--- src/rtl/pe_dot_systolic.sv ---
// Systolic processing element: accumulates K activation*weight products, emits one result pulse,
// and forwards operands to neighbours. Define PE_SATURATE_EN for clamping accumulation with a sticky o_sat flag.
module pe_dot_systolic #(
    parameter int BW     = 8,
    parameter int ACC_W  = 24,
    parameter int K_W    = 8,
    parameter bit SIGNED = 1'b1
) (
    input  logic             i_clock,
    input  logic             i_reset,
    input  logic             i_valid,
    input  logic [BW-1:0]    i_activation,
    input  logic [BW-1:0]    i_weight,
    input  logic [K_W-1:0]   i_k_len,
    input  logic             i_clear,
    output logic [BW-1:0]    o_activation,
    output logic [BW-1:0]    o_weight,
    output logic             o_valid,
    output logic [ACC_W-1:0] o_result,
    output logic             o_result_valid,
    output logic             o_busy,
    output logic             o_sat
);

    typedef enum logic {IDLE, ACC} state_t;

    state_t            state_reg;
    logic [ACC_W-1:0]  acc_reg;
    logic [K_W-1:0]    cnt_reg;
    logic [K_W-1:0]    len_reg;
    logic              sat_reg;

    logic [ACC_W-1:0]  prod_ext;
    logic [ACC_W-1:0]  add_sum;
    logic              add_ovf;
    logic [K_W-1:0]    len_in;
    logic [K_W-1:0]    cnt_next;
    logic              beat_last;
    logic [ACC_W-1:0]  beat_val;
    logic              beat_ovf;

    generate
        if (SIGNED) begin : g_signed_prod
            logic signed [2*BW-1:0]  prod_s;
            logic signed [ACC_W-1:0] prod_wide;
            assign prod_s    = $signed(i_activation) * $signed(i_weight);
            assign prod_wide = prod_s;
            assign prod_ext  = prod_wide;
        end else begin : g_unsigned_prod
            logic [2*BW-1:0] prod_u;
            assign prod_u   = i_activation * i_weight;
            assign prod_ext = ACC_W'(prod_u);
        end
    endgenerate

    always_comb begin
        add_sum = acc_reg + prod_ext;
        add_ovf = 1'b0;
`ifdef PE_SATURATE_EN
        if (SIGNED) begin
            // Same-sign operands producing an opposite-sign sum is a signed overflow.
            if ((acc_reg[ACC_W-1] == prod_ext[ACC_W-1]) && (add_sum[ACC_W-1] != acc_reg[ACC_W-1])) begin
                add_ovf = 1'b1;
                add_sum = acc_reg[ACC_W-1] ? {1'b1, {(ACC_W-1){1'b0}}} : {1'b0, {(ACC_W-1){1'b1}}};
            end
        end else begin
            if (add_sum < acc_reg) begin
                add_ovf = 1'b1;
                add_sum = '1;
            end
        end
`endif
    end

    assign len_in    = (i_k_len == '0) ? K_W'(1) : i_k_len;
    assign cnt_next  = cnt_reg + K_W'(1);
    assign beat_last = (state_reg == IDLE) ? (len_in == K_W'(1)) : (cnt_next == len_reg);
    assign beat_val  = (state_reg == IDLE) ? prod_ext : add_sum;
    assign beat_ovf  = (state_reg == IDLE) ? 1'b0 : add_ovf;
    assign o_busy    = (state_reg == ACC);

    always_ff @(posedge i_clock) begin
        if (i_reset) begin
            o_activation <= '0;
            o_weight     <= '0;
            o_valid      <= 1'b0;
        end else begin
            o_activation <= i_activation;
            o_weight     <= i_weight;
            o_valid      <= i_valid;
        end
    end

    always_ff @(posedge i_clock) begin
        if (i_reset) begin
            state_reg      <= IDLE;
            acc_reg        <= '0;
            cnt_reg        <= '0;
            len_reg        <= '0;
            sat_reg        <= 1'b0;
            o_result       <= '0;
            o_result_valid <= 1'b0;
            o_sat          <= 1'b0;
        end else begin
            o_result_valid <= 1'b0;
            o_sat          <= 1'b0;
            if (i_clear) begin
                state_reg <= IDLE;
                acc_reg   <= '0;
                cnt_reg   <= '0;
                sat_reg   <= 1'b0;
            end else if (i_valid) begin
                if (state_reg == IDLE) begin
                    len_reg <= len_in;
                end
                if (beat_last) begin
                    o_result       <= beat_val;
                    o_result_valid <= 1'b1;
                    o_sat          <= sat_reg | beat_ovf;
                    state_reg      <= IDLE;
                    acc_reg        <= '0;
                    cnt_reg        <= '0;
                    sat_reg        <= 1'b0;
                end else begin
                    state_reg <= ACC;
                    acc_reg   <= beat_val;
                    cnt_reg   <= (state_reg == IDLE) ? K_W'(1) : cnt_next;
                    sat_reg   <= (state_reg == IDLE) ? 1'b0 : (sat_reg | beat_ovf);
                end
            end
        end
    end

endmodule
--- config.mk ---
export PLATFORM = sky130hd
export DESIGN_NAME = pe_dot_systolic
export DESIGN_NICKNAME = d
export VERILOG_FILES = /design/src/rtl/pe_dot_systolic.sv
export SDC_FILE = /design/constraint.sdc
export NUM_CORES = 1
export LEC_CHECK = 0
export BUFFER_PORTS_ARGS = -buffer_cell sky130_fd_sc_hd__buf_2
export CORE_MARGIN = 4
export CORE_UTILIZATION = 55
export CTS_CLUSTER_DIAMETER = 150
export DETAILED_ROUTE_END_ITERATION = 6
export HOLD_SLACK_MARGIN = 0.1
export MAX_ROUTING_LAYER = met4
export PLACE_DENSITY = 0.78
export SYNTH_ARGS = -nofsm -noshare
export SYNTH_HDL_FRONTEND = slang
export SYNTH_SLANG_ARGS = --single-unit
--- constraint.sdc ---
create_clock -name i_clock -period 16.48 [get_ports i_clock]
set_input_delay 3.296 -clock i_clock [delete_from_list [all_inputs] [get_ports i_clock]]
set_output_delay 3.296 -clock i_clock [all_outputs]
set_load 0.1 [all_outputs]
==> summary.md, run 1 <==
Entering global routing, the biggest net connects 53 pins. Most used flip-flop cell after synthesis: sky130_fd_sc_hd__dfxtp_1. After detailed placement, the design holds a cell count of 1050.

The floorplan die width was 121.0 um. In this run the number of H-tree levels came out at 3. Number of design rule violations left after detail routing: 0. In this run the most critical hold path is launched from o_result[8]$_SDFFE_PP0P_. The analysis attributes to cell leakage a power of 0.003548 uW.

The worst hold path passes through 2 cells. The worst min-delay path category is reg -> reg. The worst setup path is captured at a register.

The logs give 1085 for the layout filler cell count and 72 for the total I/O pin count. The number of standard cells in the layout, taps in and fillers out was 1066. Setup repair after global routing left no endpoint under its margin. Yosys attributes the largest share of cell area to sky130_fd_sc_hd__dfxtp_1 24%, sky130_fd_sc_hd__fa_1 16%, sky130_fd_sc_hd__ha_1 9.6%, sky130_fd_sc_hd__a21oi_1 5.6%, sky130_fd_sc_hd__inv_1 5.6%. The flow ran to the end, and the final reports show no timing, DRC or antenna violations. The detail route stage leaves a number of antenna-violating nets equal to 0.

The cell area that synthesis handed to floorplanning was 7018 um2. For the worst setup path, the data required time is 16.75 ns. For the estimated wirelength of the detail-placed design, the log shows 12270 um. The classification of the worst setup path was in -> reg. The worst ir drop on vdd came out at 0.1205 mV. Initial antenna violation count: 0.

The share of the yosys chip area belonging to registers is 0.2368. The run gives 0.2549 as the global router's overall resource usage. The tools report the endpoint with the worst hold slack as o_result[8]$_SDFFE_PP0P_. The number of buffers created by CTS came out at 9. The tools report the sum of negative setup slack as 0 ns. Area inside the core boundary: 12570 um2. The total inserted antenna cells was 0. For the buffers inserted during post-CTS setup optimization, the log shows 0.

The run gives 9.97 ns as the arrival time at the worst endpoint. The fraction of final layout cells sized beyond drive strength 1 works out to 0.1309. In this run the critical register-to-register path is captured at o_result[22]$_SDFFE_PP0P_.

STA classifies the critical path startpoint as an input port. The growth of design area from synthesis to finish works out to 11.62%. For the number of buffers on the longest clock path, the log shows 2. Power spread over the standard cell area amounts to 218.5 nW/um2. The setup-violating endpoint count in the final report came out at 0. Most frequent standard cell in the layout excluding fill and tap cells: sky130_fd_sc_hd__inv_1. The starting density of the core was 0.5584; the highest fanout seen on the critical path was 11. The number of gates resized after CTS was 0. The run gives 28930 um as the wire length of the first global-routing pass. Summed over all instances, the cell type with the most area after synthesis is sky130_fd_sc_hd__dfxtp_1. The count of buffers inserted at the top-level ports was 70.

Leaving out fill and tap cells, the most frequent cells in the layout are 104 x sky130_fd_sc_hd__inv_1, 83 x sky130_fd_sc_hd__dfxtp_1, 79 x sky130_fd_sc_hd__a21oi_1. For the pin with the worst max-slew slack, the measured transition is 0.8446 ns. After detailed routing, the number of vias per cell comes to 5.448. Row generation in the floorplan step produced 41 rows. The synthesized area per cell was 8.445 um2. The routed layout has 5808 vias. The tools report the worst slew margin relative to its limit as 0.4356. Wires add up to 16870 um. The count of yosys warnings during synthesis is 0, and the count of final max-slew check failures is 0. The logs give 54 for the count of different cell masters after synthesis and 0 for the number of hold buffers added after cts. The number of flip-flops and latches in the synthesized netlist came out at 83. For the max-capacitance violation count, the log shows 0.

Clock-pin slew was measured on the worst setup and hold paths at 0.07 ns. The number of failing hold endpoints at the final stage came out at 0. TritonCTS built the clock tree. The logs give 83 for the number of clock sinks and 14630 um2 for the die outline area. The post-synthesis async set-or-reset flop share came out at 0. Timing would allow up to 0.1030 GHz. For this run, the slowest stage of the critical path takes 0.56 ns.

The number of enable flip-flop cells after synthesis works out to 0. The fraction of synthesized cell area taken by the top area cell type is 0.2368. The final cycle utilization of the critical path was 0.5888; the remaining global-route overflow was 0.

The startpoint identified for the worst register-to-register timing path is cnt_reg[0]$_SDFFE_PP0P_. The clock skew after layout was 0.006963 ns; the number of global-route vias before repair was 5995. Counting every net in the synthesized netlist gives 969. The worst register-to-register path has a depth of 9. Clock tree synthesis selected as its root buffer the cell sky130_fd_sc_hd__clkbuf_16. At the later pin of the worst-skew pair, clock insertion delay measures 0.36 ns.

The die is 121.0 um tall. The run gives 13.24 ns as the register-to-register setup slack. For this run, the post-layout net count is 1027. For this design, the slowest cell found on the critical path is sky130_fd_sc_hd__fa_1. The minimum clock period after layout is 9.704 ns, and the global placement routability congestion is 0.9135.

The gate count after technology mapping is 831, and the detail-routed net length per standard cell is 15.82 um. For this run, the detailed router's first-pass iteration total came to 5. The detailed router finished its first iteration with 400 violations.
==> worst max-delay path by stage <==
| stage | from | to |
|---|---|---|
| global placement | i_weight[4] | acc_reg[23]$_SDFFE_PP0P_ |
| floorplan | i_weight[4] | acc_reg[23]$_SDFFE_PP0P_ |
| CTS | i_weight[4] | o_result[22]$_SDFFE_PP0P_ |
| detailed placement | i_weight[0] | acc_reg[23]$_SDFFE_PP0P_ |
| finish | i_activation[0] | o_result[22]$_SDFFE_PP0P_ |
| global route | i_weight[0] | acc_reg[22]$_SDFFE_PP0P_ |
==> final cells by class <==
cell class,instances,area (um2),share of cell area
Inverter,104,390.4,0.04983
Timing Repair Buffer,74,380.4,0.04855
Clock buffer,10,239.0,0.03051
Sequential cell,83,1662,0.2121
Multi-Input combinational cell,617,4851,0.6192
Clock inverter,6,96.34,0.01230
Tap cell,172,215.2,0.02747
==> routing by layer <==
metal  share of wire  vias to the layer above  track usage  wire [um]
li1                -                     2861            -          -
met1            0.46                     2797       0.3223       7787
met2            0.48                      118       0.4192       8040
met3           0.031                       32      0.02704        531
met4           0.030                        0       0.1062        509
met5               0                        -            -          0
==> critical path, delay by kind of cell <==
family | cells | cell delay (ns)
adders and majority gates | 6 | 2.95
AOI/OAI and AO/OA | 11 | 2.37
buffers and inverters | 5 | 0.64
xor gates and xnor gates | 2 | 0.47
and+or+nand+nor | 2 | 0.24
==> cells by family (layout without fill, tap and decap cells) <==
kind of cell	Yosys count	after routing	share of synthesized area
simple gates	275	275	0.1956
compound gates	172	172	0.1622
buf+inv	131	194	0.07203
fa+ha+maj	110	110	0.2560
flops	83	83	0.2368
xor+xnor	47	47	0.05866
mux	12	12	0.01818
other cells	1	1	0.0005343
==> Yosys cell counts (all sizes together) (4+ instances only) <==
cell     number
and3          8
nor2         63
nor4          5
xor2          9
nor3b         4
clkbuf       22
nor2b        31
nand2        75
nand3        15
nand2b        4
a21o         12
inv         104
nor3         12
dfxtp        83
a21oi        81
o32ai         6
buf           5
o21ai        33
xnor2        38
mux2i         6
a211oi       15
fa           56
and2         46
a2bb2oi       4
nand4         5
ha           54
mux2          6
==> report_power, final <==
part | switching, uW | total [uW] | internal, uW | leakage, uW
clock | 93.4 | 232 | 139 | 0.000161
sequential | 13.0 | 235 | 222 | 0.000677
combinational | 741 | 1240 | 504 | 0.00271
==> through the flow <==
step / setup WS, ns / total power (uW) / utilization / hold WS (ns) / cell area, um2
final: 6.776 / 1712 / 0.6233 / 0.4472 / 7834
after global routing: 6.376 / 1894 / 0.6233 / 0.4819 / 7834
after CTS: 6.811 / 1706 / 0.6233 / 0.4509 / 7834
after detailed placement: 6.505 / 1452 / 0.5966 / 0.4432 / 7498
after global placement: 6.649 / 1430 / 0.5966 / 0.4384 / 7498
after floorplan: 7.135 / 1231 / - / 0.4452 / 7018
Note: power is estimated with default switching activity, not from simulation.
==> inputs of run 2 (changes only) <==
==> constraint.sdc (replaced) <==
create_clock -name i_clock -period 10.1 [get_ports i_clock]
set_input_delay 2.02 -clock i_clock [delete_from_list [all_inputs] [get_ports i_clock]]
set_output_delay 2.02 -clock i_clock [all_outputs]
set_load 0.1 [all_outputs]
==> summary.md, run 2 (synthesis results as in run 1) <==
Setup-violating endpoint count in the final report: 0 (unchanged). For the remaining global-route overflow, the log shows 0 (unchanged). The number of gates given a new drive strength after cts was 0 (unchanged); the number of standard cells in the layout, taps in and fillers out was 1066 (unchanged). For the final setup slack of the worst path, the log shows 1.688 ns (was 6.776 ns).

Classification of the worst setup path: in -> reg (unchanged). Setup repair after global routing left no endpoint under its margin. Start point of the critical path: i_weight[3] (was i_activation[0]). Static timing analysis puts the maximum clock frequency at 0.1189 GHz. The logs give 0.36 ns (about the same) for the clock network latency to the later pin of the worst-skew pair and 83 (unchanged) for the number of clock sinks. The worst min-delay path category was reg -> reg (unchanged).

The worst path in the final design needs a cycle of 8.412 ns, including I/O delays and setup. The count of final max-slew check failures came out at 0 (unchanged). Power density over the cells: 353.6 nW/um2 (was 218.5 nW/um2).

First-pass iteration count of the detailed router: 5 (unchanged). The kind of start point of the critical path is an input port (unchanged). For the global router's overall resource usage, the log shows 0.2536 (was 0.2549). The tools report the buffer type at the clock tree root as sky130_fd_sc_hd__clkbuf_16 (unchanged). The final cycle utilization of the critical path was 0.8329. The logs give 6004 (was 5995) for the number of global-route vias before repair and 8.69 ns (was 9.97 ns) for the arrival time at the worst endpoint.

Reg-to-reg critical path startpoint: cnt_reg[0]$_SDFFE_PP0P_ (unchanged). The worst hold margin is 0.4498 ns (was 0.4472 ns), and the sum of negative setup slack is 0 ns (unchanged). The tools report the max-capacitance violation count as 0 (unchanged). The tools report the capturing element type of the critical path as a register (unchanged). The total wire length after detailed routing came out at 16720 um (was 16870 um). The layout filler cell count is 1076 (was 1085). Count of buffers inserted at the top-level ports: 70 (unchanged). The logs give 53 (unchanged) for the maximum number of pins on one net before global-route repair and 0 (unchanged) for the number of hold buffers added after cts. The logs give 0 (unchanged) for the number of routed nets with antenna violations and 0.5584 (unchanged) for the starting density of the core.

The post-place setup slack is 1.355 ns (was 6.505 ns), and the overall die height is 121.0 um (unchanged). The number of design rule violations left after detail routing came out at 0 (unchanged). The detail-routed net length per standard cell came out at 15.68 um (was 15.82 um).

TritonCTS built the clock tree. The run gives 12570 um2 (unchanged) as the area inside the core boundary. Top library cells by usage in the layout, fill and taps aside: 104 x sky130_fd_sc_hd__inv_1, 83 x sky130_fd_sc_hd__dfxtp_1, 79 x sky130_fd_sc_hd__a21oi_1 (unchanged). The worst ir drop on vdd was 0.1775 mV (was 0.1205 mV); the fraction of final layout cells sized beyond drive strength 1 was 0.1309 (unchanged).

The floorplan die width is 121.0 um (unchanged), and the H-tree depth is 3 (unchanged). The run gives 0.9135 (unchanged) as the global placement routability congestion. For the total I/O pin count, the log shows 72 (unchanged).

The flow ran to the end, and the final reports show no timing, DRC or antenna violations. The clock edge transition at the registers on the reported setup and hold paths was 0.07 ns (about the same). The number of buffers created by CTS was 9 (unchanged).

The number of buffers on the longest clock path is 2 (unchanged), and the worst slew margin relative to its limit is 0.4204 (was 0.4356). The tools report the beginning of the worst hold path as o_result[8]$_SDFFE_PP0P_ (unchanged). The multi-input logic area was 4851 um2 (unchanged); the standby leakage power was 0.003533 uW (was 0.003548 uW).

The run gives 0.006570 ns (was 0.006963 ns) as the clock skew after layout. For the critical path required time, the log shows 10.37 ns (was 16.75 ns). Cell count after placement: 1050 (unchanged). The number of design-rule violations left by the first detailed-router iteration was 452 (was 400).

The initial antenna violation count is 0 (unchanged), and the vias per cell is 5.475 (was 5.448). The buffers inserted during post-CTS setup optimization came out at 0 (unchanged). The most frequent standard cell in the layout excluding fill and tap cells was sky130_fd_sc_hd__inv_1 (unchanged). The growth of design area from synthesis to finish works out to 11.27% (was 11.62%). The site row count was 41 (unchanged); the combined flip-flop and latch cell area was 1662 um2 (unchanged).

The number of nets at the end of the flow came out at 1027 (unchanged). The tools report the total inserted antenna cells as 0 (unchanged). The run gives 14630 um2 (unchanged) as the die outline area. The number of failing hold endpoints at the final stage is 0 (unchanged), and the highest fanout seen on the critical path is 11 (unchanged). The wire length of the first global-routing pass was 28800 um (was 28930 um).

The total via count after detailed routing is 5836 (was 5808), and the actual transition at the worst max-transition pin is 0.8674 ns (was 0.8446 ns). The tools report the estimated wirelength of the detail-placed design as 12370 um (was 12270 um). The overall power is 2762 uW (was 1712 uW).
[run 2: where the power goes]
part	internal [uW]	switching, uW
Clock	201	151
Sequential	363	20.8
Combinational	821	1210
Total	1380	1380
[run 2: final timing paths]
check | to | slack (ns) | depth (start not counted)
min | o_result[8]$_SDFFE_PP0P_ | 0.45 | 2
max | o_result[22]$_SDFFE_PP0P_ | 1.69 | 26
max reg2reg | o_result[22]$_SDFFE_PP0P_ | 6.84 | 9
min reg2reg | o_result[8]$_SDFFE_PP0P_ | 0.45 | 2
[run 2: layout make-up]
cell class,instances,area share
Clock buffer,10,0.03060
Clock inverter,6,0.009133
Inverter,104,0.04999
Multi-Input combinational cell,617,0.6212
Sequential cell,83,0.2128
Tap cell,172,0.02756
Timing Repair Buffer,74,0.04871
[run 2: metrics by stage]
stage	cell area [um2]	utilization
finish	7809	0.6213
global route	7809	0.6213
CTS	7809	0.6213
detailed placement	7498	0.5966
global placement	7498	0.5966
floorplan	7018	-
[run 2: worst max-delay path, stage by stage]
cell	delay, ns
sky130_fd_sc_hd__buf_2	0.15
sky130_fd_sc_hd__and2_1	0.21
sky130_fd_sc_hd__fa_1	0.62
sky130_fd_sc_hd__inv_1	0.15
sky130_fd_sc_hd__fa_1	0.55
sky130_fd_sc_hd__inv_1	0.06
sky130_fd_sc_hd__fa_1	0.54
sky130_fd_sc_hd__inv_1	0.06
sky130_fd_sc_hd__fa_1	0.52
sky130_fd_sc_hd__inv_1	0.04
sky130_fd_sc_hd__ha_1	0.34
sky130_fd_sc_hd__nor2b_1	0.15
sky130_fd_sc_hd__o21ai_0	0.16
sky130_fd_sc_hd__o21ai_1	0.12
sky130_fd_sc_hd__o41ai_2	0.25
sky130_fd_sc_hd__xnor2_1	0.31
sky130_fd_sc_hd__inv_1	0.35
sky130_fd_sc_hd__ha_1	0.46
sky130_fd_sc_hd__a21o_1	0.20
sky130_fd_sc_hd__a21oi_1	0.21
sky130_fd_sc_hd__o21ai_0	0.13
sky130_fd_sc_hd__a2111o_1	0.40
sky130_fd_sc_hd__a31oi_1	0.20
sky130_fd_sc_hd__xnor2_1	0.16
sky130_fd_sc_hd__a21oi_2	0.10
sky130_fd_sc_hd__a211oi_2	0.21
[run 2: metal layers]
| layer | routed length [um] | track usage |
|---|---|---|
| met2 | 7979 | 0.4158 |
| met1 | 7618 | 0.3203 |
| met3 | 640 | 0.03217 |
| met4 | 476 | 0.1013 |
| met5 | 0 | - |
==> inputs of run 3 (changes only) <==
--- a/config.mk
+++ b/config.mk
@@ -12,7 +12,7 @@
 export DETAILED_ROUTE_END_ITERATION = 6
 export HOLD_SLACK_MARGIN = 0.1
 export MAX_ROUTING_LAYER = met4
-export PLACE_DENSITY = 0.78
+export PLACE_DENSITY = 0.81
 export SYNTH_ARGS = -nofsm -noshare
 export SYNTH_HDL_FRONTEND = slang
 export SYNTH_SLANG_ARGS = --single-unit
==> constraint.sdc (replaced) <==
create_clock -name i_clock -period 7.54 [get_ports i_clock]
set_input_delay 1.508 -clock i_clock [delete_from_list [all_inputs] [get_ports i_clock]]
set_output_delay 1.508 -clock i_clock [all_outputs]
set_load 0.1 [all_outputs]
==> summary.md, run 3 (synthesis results as in run 1) <==
The logs give 83 (unchanged) for the number of clock sinks and 0.1379 GHz for the maximum operating frequency. Top library cells by usage in the layout, fill and taps aside: 103 x sky130_fd_sc_hd__inv_1, 83 x sky130_fd_sc_hd__dfxtp_1, 74 x sky130_fd_sc_hd__nand2_1, 74 x sky130_fd_sc_hd__a21oi_1, 70 x sky130_fd_sc_hd__buf_2 (was 104 x sky130_fd_sc_hd__inv_1, 83 x sky130_fd_sc_hd__dfxtp_1, 79 x sky130_fd_sc_hd__a21oi_1). The start point of the critical path was i_weight[4] (was i_weight[3]). The number of buffers on the longest clock path is 2 (unchanged). The setup-violating endpoint count in the final report was 0 (unchanged). Most frequent standard cell in the layout excluding fill and tap cells: sky130_fd_sc_hd__inv_1 (unchanged). The capturing element type of the critical path was a register (unchanged). The area inside the core boundary is 12570 um2 (unchanged), and the first-pass iteration count of the detailed router is 7 (was 5).

The vias per cell is 5.473 (was 5.475), and the fraction of the core area covered by cells at the end of the flow is 0.6538 (was 0.6213). For the cell area after layout, the log shows 8217 um2 (was 7809 um2). For the register-to-register setup slack, the log shows 4.21 ns (was 6.84 ns). Worst min-delay path category: reg -> reg (unchanged).

The logs give 0.003780 uW (was 0.003533 uW) for the standby leakage power and 53 (unchanged) for the maximum number of pins on one net before global-route repair. The tools report the kind of start point of the critical path as an input port (unchanged). The total inserted antenna cells is 0 (unchanged), and the sum of negative setup slack is 0 ns (unchanged). The number of design-rule violations left by the first detailed-router iteration is 391 (was 452), and the remaining global-route overflow is 0 (unchanged).

Actual transition at the worst max-transition pin: 1.079 ns (was 0.8674 ns). The fraction of final layout cells sized beyond drive strength 1 works out to 0.1852 (was 0.1309). The count of final max-slew check failures was 0 (unchanged); the overall die height was 121.0 um (unchanged).

The total I/O pin count was 72 (unchanged); the clock skew after layout was 0.007947 ns (was 0.006570 ns). For the estimated wirelength of the detail-placed design, the log shows 12690 um (was 12370 um). The global router's overall resource usage came out at 0.2443 (was 0.2536).

The final cycle utilization of the critical path was 0.9615. The worst slew margin relative to its limit is 0.2810 (was 0.4204), and the post-place setup slack is -0.1251 ns (was 1.355 ns). TritonCTS built the clock tree.

The initial antenna violation count is 0 (unchanged). The highest fanout seen on the critical path was 4 (was 11); the minimum clock period after layout was 7.249 ns. Reg-to-reg critical path startpoint: cnt_reg[0]$_SDFFE_PP0P_ (unchanged). The logs give 0 (unchanged) for the number of routed nets with antenna violations and 1078 (was 1027) for the number of nets at the end of the flow. The max-capacitance violation count was 0 (unchanged). The depth of the worst register-to-register path is 9 (unchanged), and the number of buffers created by CTS is 9 (unchanged). The flow ran to the end, and the final reports show no timing, DRC or antenna violations. The number of hold buffers added after cts is 0 (unchanged), and the power density over the cells is 513.2 nW/um2 (was 353.6 nW/um2). The arrival time at the worst endpoint was 7.47 ns (was 8.69 ns). The die outline area was 14630 um2 (unchanged); the final setup slack of the worst path was 0.2906 ns (was 1.688 ns).

The logs give 0 (unchanged) for the number of design rule violations left after detail routing and 3 (unchanged) for the H-tree depth. The clock edge transition at the registers on the reported setup and hold paths was 0.07 ns (about the same); the total wire length after detailed routing was 16650 um (was 16720 um). Number of failing hold endpoints at the final stage: 0 (unchanged). The site row count is 41 (unchanged), and the clock network latency to the later pin of the worst-skew pair is 0.35 ns (was 0.36 ns). The number of global-route vias before repair is 6020 (was 6004). The total cell area at the placement stage is 7879 um2 (was 7498 um2), and the floorplan die width is 121.0 um (unchanged).

The starting density of the core is 0.5584 (unchanged). The buffer type at the clock tree root was sky130_fd_sc_hd__clkbuf_16 (unchanged). The critical path required time was 7.76 ns (was 10.37 ns); the global placement routability congestion was 0.9485 (was 0.9135). The tools report the worst ir drop on vdd as 0.3709 mV (was 0.1775 mV). The critical path endpoint was acc_reg[23]$_SDFFE_PP0P_ (was o_result[22]$_SDFFE_PP0P_). The terminus of the critical flop-to-flop path is o_result[0]$_SDFFE_PP0P_ (was o_result[22]$_SDFFE_PP0P_).

The growth of design area from synthesis to finish is 17.08% (was 11.27%), and the total via count after detailed routing is 6113 (was 5836). The count of buffers inserted at the top-level ports is 70 (unchanged). The run gives 28270 um (was 28800 um) as the wire length of the first global-routing pass. The classification of the worst setup path is in -> reg (unchanged). The detail-routed net length per standard cell was 14.90 um (was 15.68 um).
==> run 3: critical path, stage by stage <==
cell	delay, ns
sky130_fd_sc_hd__buf_2	0.11
sky130_fd_sc_hd__and2_1	0.17
sky130_fd_sc_hd__fa_1	0.53
sky130_fd_sc_hd__inv_1	0.06
sky130_fd_sc_hd__fa_1	0.48
sky130_fd_sc_hd__inv_1	0.06
sky130_fd_sc_hd__fa_1	0.53
sky130_fd_sc_hd__inv_1	0.06
sky130_fd_sc_hd__fa_1	0.52
sky130_fd_sc_hd__inv_1	0.04
sky130_fd_sc_hd__ha_1	0.34
sky130_fd_sc_hd__nor2b_1	0.17
sky130_fd_sc_hd__nor3_1	0.14
sky130_fd_sc_hd__nor2_1	0.10
sky130_fd_sc_hd__o41ai_2	0.29
sky130_fd_sc_hd__o21ai_0	0.18
sky130_fd_sc_hd__xor2_1	0.23
sky130_fd_sc_hd__ha_1	0.29
sky130_fd_sc_hd__a21o_1	0.19
sky130_fd_sc_hd__a21o_1	0.17
sky130_fd_sc_hd__a21oi_1	0.14
sky130_fd_sc_hd__o21ai_1	0.10
sky130_fd_sc_hd__o41ai_2	0.37
sky130_fd_sc_hd__mux2_4	0.35
sky130_fd_sc_hd__a21oi_2	0.13
sky130_fd_sc_hd__xnor2_1	0.13
sky130_fd_sc_hd__o32ai_1	0.10
==> run 3: cell type report <==
type,instances,area (um2)
clock buffer,13,250.2
clock inverter,3,21.27
fill,1045,4352
inverter,104,390.4
multi-input combinational,617,4898
sequential,83,1662
tap,172,215.2
timing repair buffer,125,779.5
==> run 3: per-stage QoR <==
stage	hold WS, ns	power (uW)	std cells
6_report	0.4497	4217	1117
5_1_grt	0.4667	4573	1117
4_1_cts	0.4517	4041	1115
3_5_place_dp	0.4427	3599	1099
3_3_place_gp	0.4356	3516	1099
2_1_floorplan	0.4452	2694	831
==> run 3: report_power, final <==
part           internal [uW]  switching, uW  total (uW)
Combinational           1500           1780        3280
Sequential               486           30.5         517
Clock                    233            184         418
==> run 3: how the worst min path moves through the flow <==
stage	start	end	slack, ns	depth (start not counted)
after floorplan	acc_reg[17]$_SDFFE_PP0P_	acc_reg[17]$_SDFFE_PP0P_	0.45	2
after global placement	o_result[9]$_SDFFE_PP0P_	o_result[9]$_SDFFE_PP0P_	0.44	2
after detailed placement	o_result[8]$_SDFFE_PP0P_	o_result[8]$_SDFFE_PP0P_	0.44	2
after CTS	o_result[8]$_SDFFE_PP0P_	o_result[8]$_SDFFE_PP0P_	0.45	2
after global routing	o_result[8]$_SDFFE_PP0P_	o_result[8]$_SDFFE_PP0P_	0.47	2
final	o_result[8]$_SDFFE_PP0P_	o_result[8]$_SDFFE_PP0P_	0.45	2
==> run 3: per-layer routing <==
metal | track usage | routed length (um) | vias up
li1 | - | - | 2968
met1 | 0.3060 | 7138 | 2936
met2 | 0.4022 | 8209 | 166
met3 | 0.02890 | 820 | 43
met4 | 0.1027 | 476 | 0
met5 | - | 0 | -
==> run 3: repair_timing <==
action / 4_1_cts / 5_1_grt
setup buffers: 0 / 2
resized for setup: 0 / 14
endpoints found under the setup margin: 0 / 8
